**src/rtl/bus_master_port.sv**
```systemverilog
// Master-side serial port feeding the arbiter's m1_* lane: serializes device select, waits for ack,
// then shifts the address and write data out or read data in. Optional parity via BUS_MASTER_PORT_PARITY_EN.
module bus_master_port #(
    parameter int DEV_W       = 5,
    parameter int ADDR_W      = 12,
    parameter int DATA_W      = 8,
    parameter int ACK_TIMEOUT = 16
) (
    input  logic              clk,
    input  logic              rst,
    input  logic              req_valid,
    output logic              req_ready,
    input  logic              req_mode,
    input  logic [DEV_W-1:0]  req_dev,
    input  logic [ADDR_W-1:0] req_addr,
    input  logic [DATA_W-1:0] req_wdata,
    output logic              rsp_valid,
    output logic [DATA_W-1:0] rsp_rdata,
    output logic              rsp_err,
    output logic              m_mode,
    output logic              m_wr_bus,
    output logic              m_master_valid,
    input  logic              m_slave_ready,
    output logic              m_master_ready,
    input  logic              m_slave_valid,
    input  logic              m_rd_bus,
    input  logic              m_ack
);

`ifdef BUS_MASTER_PORT_PARITY_EN
    localparam int PAR_W = 1;
`else
    localparam int PAR_W = 0;
`endif

    localparam int FRAME_W = DATA_W + PAR_W;
    localparam int MAX_A   = (DEV_W > ADDR_W) ? DEV_W : ADDR_W;
    localparam int SH_W    = (MAX_A > FRAME_W) ? MAX_A : FRAME_W;
    localparam int CNT_W   = $clog2(SH_W + 1);
    localparam int TO_W    = $clog2(ACK_TIMEOUT + 1);

    localparam logic [CNT_W-1:0] DEV_LAST   = CNT_W'(DEV_W - 1);
    localparam logic [CNT_W-1:0] ADDR_LAST  = CNT_W'(ADDR_W - 1);
    localparam logic [CNT_W-1:0] FRAME_LAST = CNT_W'(FRAME_W - 1);
    localparam logic [TO_W-1:0]  TO_LAST    = TO_W'(ACK_TIMEOUT - 1);

    typedef enum logic [2:0] {
        IDLE,
        DEV,
        ACK_WAIT,
        ADDR,
        WDATA,
        RDATA,
        DONE
    } state_t;

    state_t state, state_next;

    logic [SH_W-1:0]    shift_reg;
    logic [CNT_W-1:0]   bit_cnt;
    logic [TO_W-1:0]    to_cnt;
    logic               mode_r;
    logic [ADDR_W-1:0]  addr_r;
    logic [DATA_W-1:0]  wdata_r;
    logic [FRAME_W-1:0] rx_sh;
    logic               err_r;
    logic [FRAME_W-1:0] tx_frame;
    logic               parity_bad;
    logic               tx_fire;
    logic               rx_fire;
    logic               last_bit;

    // Write frame optionally carries an even-parity bit over address and data.
`ifdef BUS_MASTER_PORT_PARITY_EN
    assign tx_frame   = {wdata_r, ^{addr_r, wdata_r}};
    assign parity_bad = ^rx_sh;
`else
    assign tx_frame   = wdata_r;
    assign parity_bad = 1'b0;
`endif

    assign tx_fire = m_slave_ready && ((state == DEV) || (state == ADDR) || (state == WDATA));
    assign rx_fire = m_slave_valid && (state == RDATA);

    always_comb begin
        last_bit = 1'b0;
        case (state)
            DEV:           last_bit = (bit_cnt == DEV_LAST);
            ADDR:          last_bit = (bit_cnt == ADDR_LAST);
            WDATA, RDATA:  last_bit = (bit_cnt == FRAME_LAST);
            default:       last_bit = 1'b0;
        endcase
    end

    always_ff @(posedge clk) begin
        if (rst) begin
            state <= IDLE;
        end else begin
            state <= state_next;
        end
    end

    // Next state and outputs; everything is forced low while reset is held.
    always_comb begin
        state_next     = state;
        req_ready      = 1'b0;
        rsp_valid      = 1'b0;
        rsp_err        = 1'b0;
        rsp_rdata      = '0;
        m_master_valid = 1'b0;
        m_master_ready = 1'b0;
        m_wr_bus       = 1'b0;
        m_mode         = 1'b0;
        case (state)
            IDLE: begin
                req_ready = 1'b1;
                if (req_valid) state_next = DEV;
            end
            DEV: begin
                m_master_valid = 1'b1;
                if (tx_fire && last_bit) state_next = ACK_WAIT;
            end
            ACK_WAIT: begin
                m_master_ready = 1'b1;
                if (m_slave_valid) state_next = m_ack ? ADDR : DONE;
                else if (to_cnt == TO_LAST) state_next = DONE;
            end
            ADDR: begin
                m_master_valid = 1'b1;
                if (tx_fire && last_bit) state_next = mode_r ? WDATA : RDATA;
            end
            WDATA: begin
                m_master_valid = 1'b1;
                if (tx_fire && last_bit) state_next = DONE;
            end
            RDATA: begin
                m_master_ready = 1'b1;
                if (rx_fire && last_bit) state_next = DONE;
            end
            DONE: begin
                rsp_valid  = 1'b1;
                rsp_err    = err_r | (~mode_r & parity_bad);
                rsp_rdata  = (!mode_r && !rsp_err) ? rx_sh[FRAME_W-1 -: DATA_W] : '0;
                state_next = IDLE;
            end
            default: state_next = IDLE;
        endcase
        if (m_master_valid) m_wr_bus = shift_reg[SH_W-1];
        if (state != IDLE) m_mode = mode_r;
        if (rst) begin
            req_ready      = 1'b0;
            rsp_valid      = 1'b0;
            rsp_err        = 1'b0;
            rsp_rdata      = '0;
            m_master_valid = 1'b0;
            m_master_ready = 1'b0;
            m_wr_bus       = 1'b0;
            m_mode         = 1'b0;
        end
    end

    // Each phase loads its field MSB-aligned so the serial bit is always the register MSB.
    always_ff @(posedge clk) begin
        if (rst) begin
            shift_reg <= '0;
            bit_cnt   <= '0;
            to_cnt    <= '0;
            mode_r    <= 1'b0;
            addr_r    <= '0;
            wdata_r   <= '0;
            rx_sh     <= '0;
            err_r     <= 1'b0;
        end else begin
            case (state)
                IDLE: begin
                    if (req_valid) begin
                        mode_r    <= req_mode;
                        addr_r    <= req_addr;
                        wdata_r   <= req_wdata;
                        shift_reg <= SH_W'(req_dev) << (SH_W - DEV_W);
                        bit_cnt   <= '0;
                        to_cnt    <= '0;
                        rx_sh     <= '0;
                        err_r     <= 1'b0;
                    end
                end
                DEV: begin
                    if (tx_fire) begin
                        shift_reg <= shift_reg << 1;
                        if (last_bit) begin
                            bit_cnt <= '0;
                            to_cnt  <= '0;
                        end else begin
                            bit_cnt <= bit_cnt + 1'b1;
                        end
                    end
                end
                ACK_WAIT: begin
                    if (to_cnt != TO_LAST) to_cnt <= to_cnt + 1'b1;
                    if (m_slave_valid) begin
                        if (m_ack) begin
                            shift_reg <= SH_W'(addr_r) << (SH_W - ADDR_W);
                            bit_cnt   <= '0;
                        end else begin
                            err_r <= 1'b1;
                        end
                    end else if (to_cnt == TO_LAST) begin
                        err_r <= 1'b1;
                    end
                end
                ADDR: begin
                    if (tx_fire) begin
                        if (last_bit) begin
                            shift_reg <= SH_W'(tx_frame) << (SH_W - FRAME_W);
                            bit_cnt   <= '0;
                        end else begin
                            shift_reg <= shift_reg << 1;
                            bit_cnt   <= bit_cnt + 1'b1;
                        end
                    end
                end
                WDATA: begin
                    if (tx_fire) begin
                        shift_reg <= shift_reg << 1;
                        bit_cnt   <= bit_cnt + 1'b1;
                    end
                end
                RDATA: begin
                    if (rx_fire) begin
                        rx_sh   <= {rx_sh[FRAME_W-2:0], m_rd_bus};
                        bit_cnt <= bit_cnt + 1'b1;
                    end
                end
                default: ;
            endcase
        end
    end

endmodule

```
**config.mk**
```make
export PLATFORM = sky130hd
export DESIGN_NAME = bus_master_port
export DESIGN_NICKNAME = d
export VERILOG_FILES = /design/src/rtl/bus_master_port.sv
export SDC_FILE = /design/constraint.sdc
export NUM_CORES = 1
export LEC_CHECK = 0
export CELL_PAD_IN_SITES_DETAIL_PLACEMENT = 2
export CELL_PAD_IN_SITES_GLOBAL_PLACEMENT = 2
export CORE_MARGIN = 10
export CORE_UTILIZATION = 28
export CTS_CLUSTER_DIAMETER = 120
export DETAILED_ROUTE_END_ITERATION = 8
export GPL_ROUTABILITY_DRIVEN = 1
export GPL_TIMING_DRIVEN = 1
export HOLD_SLACK_MARGIN = 0.02
export PLACE_DENSITY_LB_ADDON = 0.1
export SLEW_MARGIN = 20
export SYNTH_ARGS = -nofsm -noshare
export SYNTH_HDL_FRONTEND = slang
export SYNTH_SLANG_ARGS = --single-unit
```
**constraint.sdc**
```tcl
create_clock -name clk -period 2.19 [get_ports clk]
set_input_delay 0.438 -clock clk [delete_from_list [all_inputs] [get_ports clk]]
set_output_delay 0.438 -clock clk [all_outputs]
set_load 0.05 [all_outputs]
```
==> metrics.md <==
| Metric | Value |
|---|---|
| Crit path buf inv count | 3 |
| Starting Density | 29.0% |
| Peak VDD IR | 273 µV |
| Grt met3 use | 2.58% |
| Met2 usage | 26.5% |
| Vias in the first global route | 3418 |
| Mapped Area | 0.00302 mm² |
| Crit Path Max Fanout | 8 |
| Main area contributors after synthesis | dfxtp_1, a21oi_1, nand2_1 |
| Setup crit start | state[0] |
| WL final | 11.2 mm |
| Mean Syn Cell Area | 8.21 µm² |
| WL/cell | 19.4 µm |
| Initial DRC count | 90 |
| CP Data Required Time | 1.75 ns |
| Area Growth Syn to Fin | 39.8% |
| DR pass1 iterations | 4 |
| Final setup viols | 0 |
| Post-synth EDFFs | 0 |
| RSZ-0062 raised after global routing | yes |
| Depth of the CTS H-tree | 2 |
| Routed Antenna Nets | 0 |
| Least-Margin Pin Slew | 0.401 ns |
| Fillers | 1190 |
| Max-slew headroom | 73.2% |
| Height of the die | 124 µm |
| Register bit total from synthesis | 54 |
| Fin cells | 577 |
| Post-Syn Instances | 368 |
| Die Area | 0.0153 mm² |
| Critical path class | flip-flop to output pin |
| Vias | 3035 |
| Pwr dens | 729 mW/mm² |
| Slowest-stage cell, CP | dfxtp_4 |
| Pre-CTS setup slack | -0.106 ns |
| Endpoints failing hold | 0 |
| Yosys synthesis warning count | 0 |
| Hold-fix buffers at CTS | 0 |
| Final nets | 477 |
| I/O pin count | 48 |
| Prevailing post-synth register cell | dfxtp_1 |
| Max Cap Viol | 0 |
| Share of post-route cells with drive strength above 1 | 24.9% |
| Clock Skew | 0.00861 ns |
| Clock slew at reported path FFs | 0.10 ns |
| Routability cong. | 0.808 |
| Die Wd | 124 µm |
| FF-to-FF setup slack | 0.12 ns |
| Largest area contributor in the synthesized netlist | dfxtp_1 |
| Hpwl dp | 8.39 mm |
| Post-synthesis net count | 404 |
| CTS tree | built |
| Type of the worst min-delay path | flip-flop to flip-flop |
| Drt via density | 5.26 |
| GR Util met1 | 18.3% |
| Worst hold slack | 0.462 ns |
| CP arrival | 1.67 ns |
| Inserted Diodes | 0 |
| Worst Slack Setup Final | 0.0811 ns |
| Cells after DPL | 565 |
| Reg-to-reg endpoint | shift_reg[8] |
| GRT Util Overall | 14.9% |
| CP top delay family | simple AND/OR/NAND/NOR gates |
| Worst Setup Start Kind | flip-flop |
| Period minus WS final | 2.11 ns |
| First-pass GRT wire length | 18.1 mm |
| # rows | 37 |
| Largest net degree at the start of global routing | 24 |
| Worst path depth | 6 |
| Final Max Tran Viols | 0 |
| Critical Path End | rsp_rdata[6] |
| Clock buffer count from CTS | 5 |
| Commonest non-fill, non-tap cell in the layout | nand2_1 |
| Leakage power | 1.52 nW |
| CP Capture Type | output pin |
| GR Overflow Total | 0 |
| Post-synth top area share | 35.8% |
| Status | finished, final reports clean |
| Clock latency at the later pin of the worst-skew pair | 0.32 ns |
| Worst r2r src | state[2] |
| Core Box Area | 0.0104 mm² |
| Synth unique cells | 65 |
| CTS Root Cell | clkbuf_8 |
| GR peak layer | met2 |
| Fraction of registers with async set/reset | 0% |
| Sequential share of the synthesized area | 35.8% |
| DRC | 0 |
| Most frequent cells in the layout | nand2_1, dfxtp_1, a21oi_1 |
| # port buffers | 47 |
| Max Fclk | 474 MHz |
| Clock Tree Buf Depth | 2 |
| Final cycle utilization of the critical path | 96.3% |
| Clock Sinks | 54 |
| Cells along the critical path | buf_4 > nor3_4 > nor3b_4 > buf_6 > and2_4 > buf_12 |
| Worst R2R Path Depth | 7 |
| Initial antenna violation count | 0 |
| Worst stage delay on the critical path | 0.40 ns |
-- layout make-up --
class                      count  area (µm²)  share of cell area (%)
clock buffer                   5        68.8                    1.63
clock inverter                 2        13.8                   0.326
inverter                       6        22.5                   0.533
multi-input combinational    282        1860                    44.1
sequential                    54        1090                    25.9
tap                          136         170                    4.03
timing repair buffer          92         993                    23.5
-- through the flow --
step	power [mW]	cell area [µm²]	TNS, ns	utilization, %
after floorplan	1.96	3100	-0.577	-
after global placement	2.46	4080	0	39.1
after detailed placement	2.51	4080	-0.509	39.1
after CTS	3.11	4200	0	40.4
after global routing	3.29	4220	-0.0655	40.6
final	3.08	4220	0	40.6
-- cells by family after synthesis --
kind of cell | after synthesis | share of synthesized area, %
AOI/OAI and AO/OA | 121 | 28.8
xor gates and xnor gates | 5 | 1.45
adders and majority gates | 3 | 1.24
buffers and inverters | 32 | 4.93
DFF | 54 | 35.8
muxes | 7 | 2.32
and+or+nand+nor | 146 | 25.5
-- routing by layer --
metal	vias up	wire length, µm
met4	0	75
li1	1486	-
met5	-	0
met3	7	274
met2	39	5870
met1	1503	4990
-- worst min-delay path by stage --
stage	start	end	slack [ns]	cells after the start
finish	addr_r[4]	addr_r[4]	0.46	2
global route	addr_r[1]	addr_r[1]	0.49	2
CTS	addr_r[4]	addr_r[4]	0.47	2
detailed placement	addr_r[4]	addr_r[4]	0.45	2
global placement	to_cnt[4]	to_cnt[4]	0.44	2
floorplan	addr_r[4]	addr_r[4]	0.43	2
-- worst min-delay path: cells and delay by family, from the launching register on --
family	cells	cell delay, ns
DFF	1	0.32
and+or+nand+nor	1	0.05
AOI/OAI and AO/OA	1	0.05
-- synthesized netlist by cell type, types with 6 or more instances --
| master | instances |
|---|---|
| a21oi_1 | 49 |
| a22oi_1 | 9 |
| and2_1 | 15 |
| buf_2 | 11 |
| clkbuf_1 | 11 |
| dfxtp_1 | 54 |
| mux2i_1 | 7 |
| nand2_1 | 56 |
| nand2b_1 | 6 |
| nand3_1 | 10 |
| nor2_1 | 22 |
| nor2b_1 | 6 |
| nor3_1 | 6 |
| o21ai_0 | 13 |
| o32ai_1 | 6 |
-- power by group --
group / switching, mW / internal, mW / leakage, nW
clock: 0.352 / 0.222 / 0.0444
sequential: 0.127 / 1.09 / 0.442
combinational: 0.720 / 0.564 / 1.03
-- repair_timing --
action / CTS / global route
pin swaps: 0 / 1
setup buffers: 4 / 1
resized for setup: 6 / 4
endpoints found under the setup margin: 12 / 9
Power figures use the tool's default switching activity.
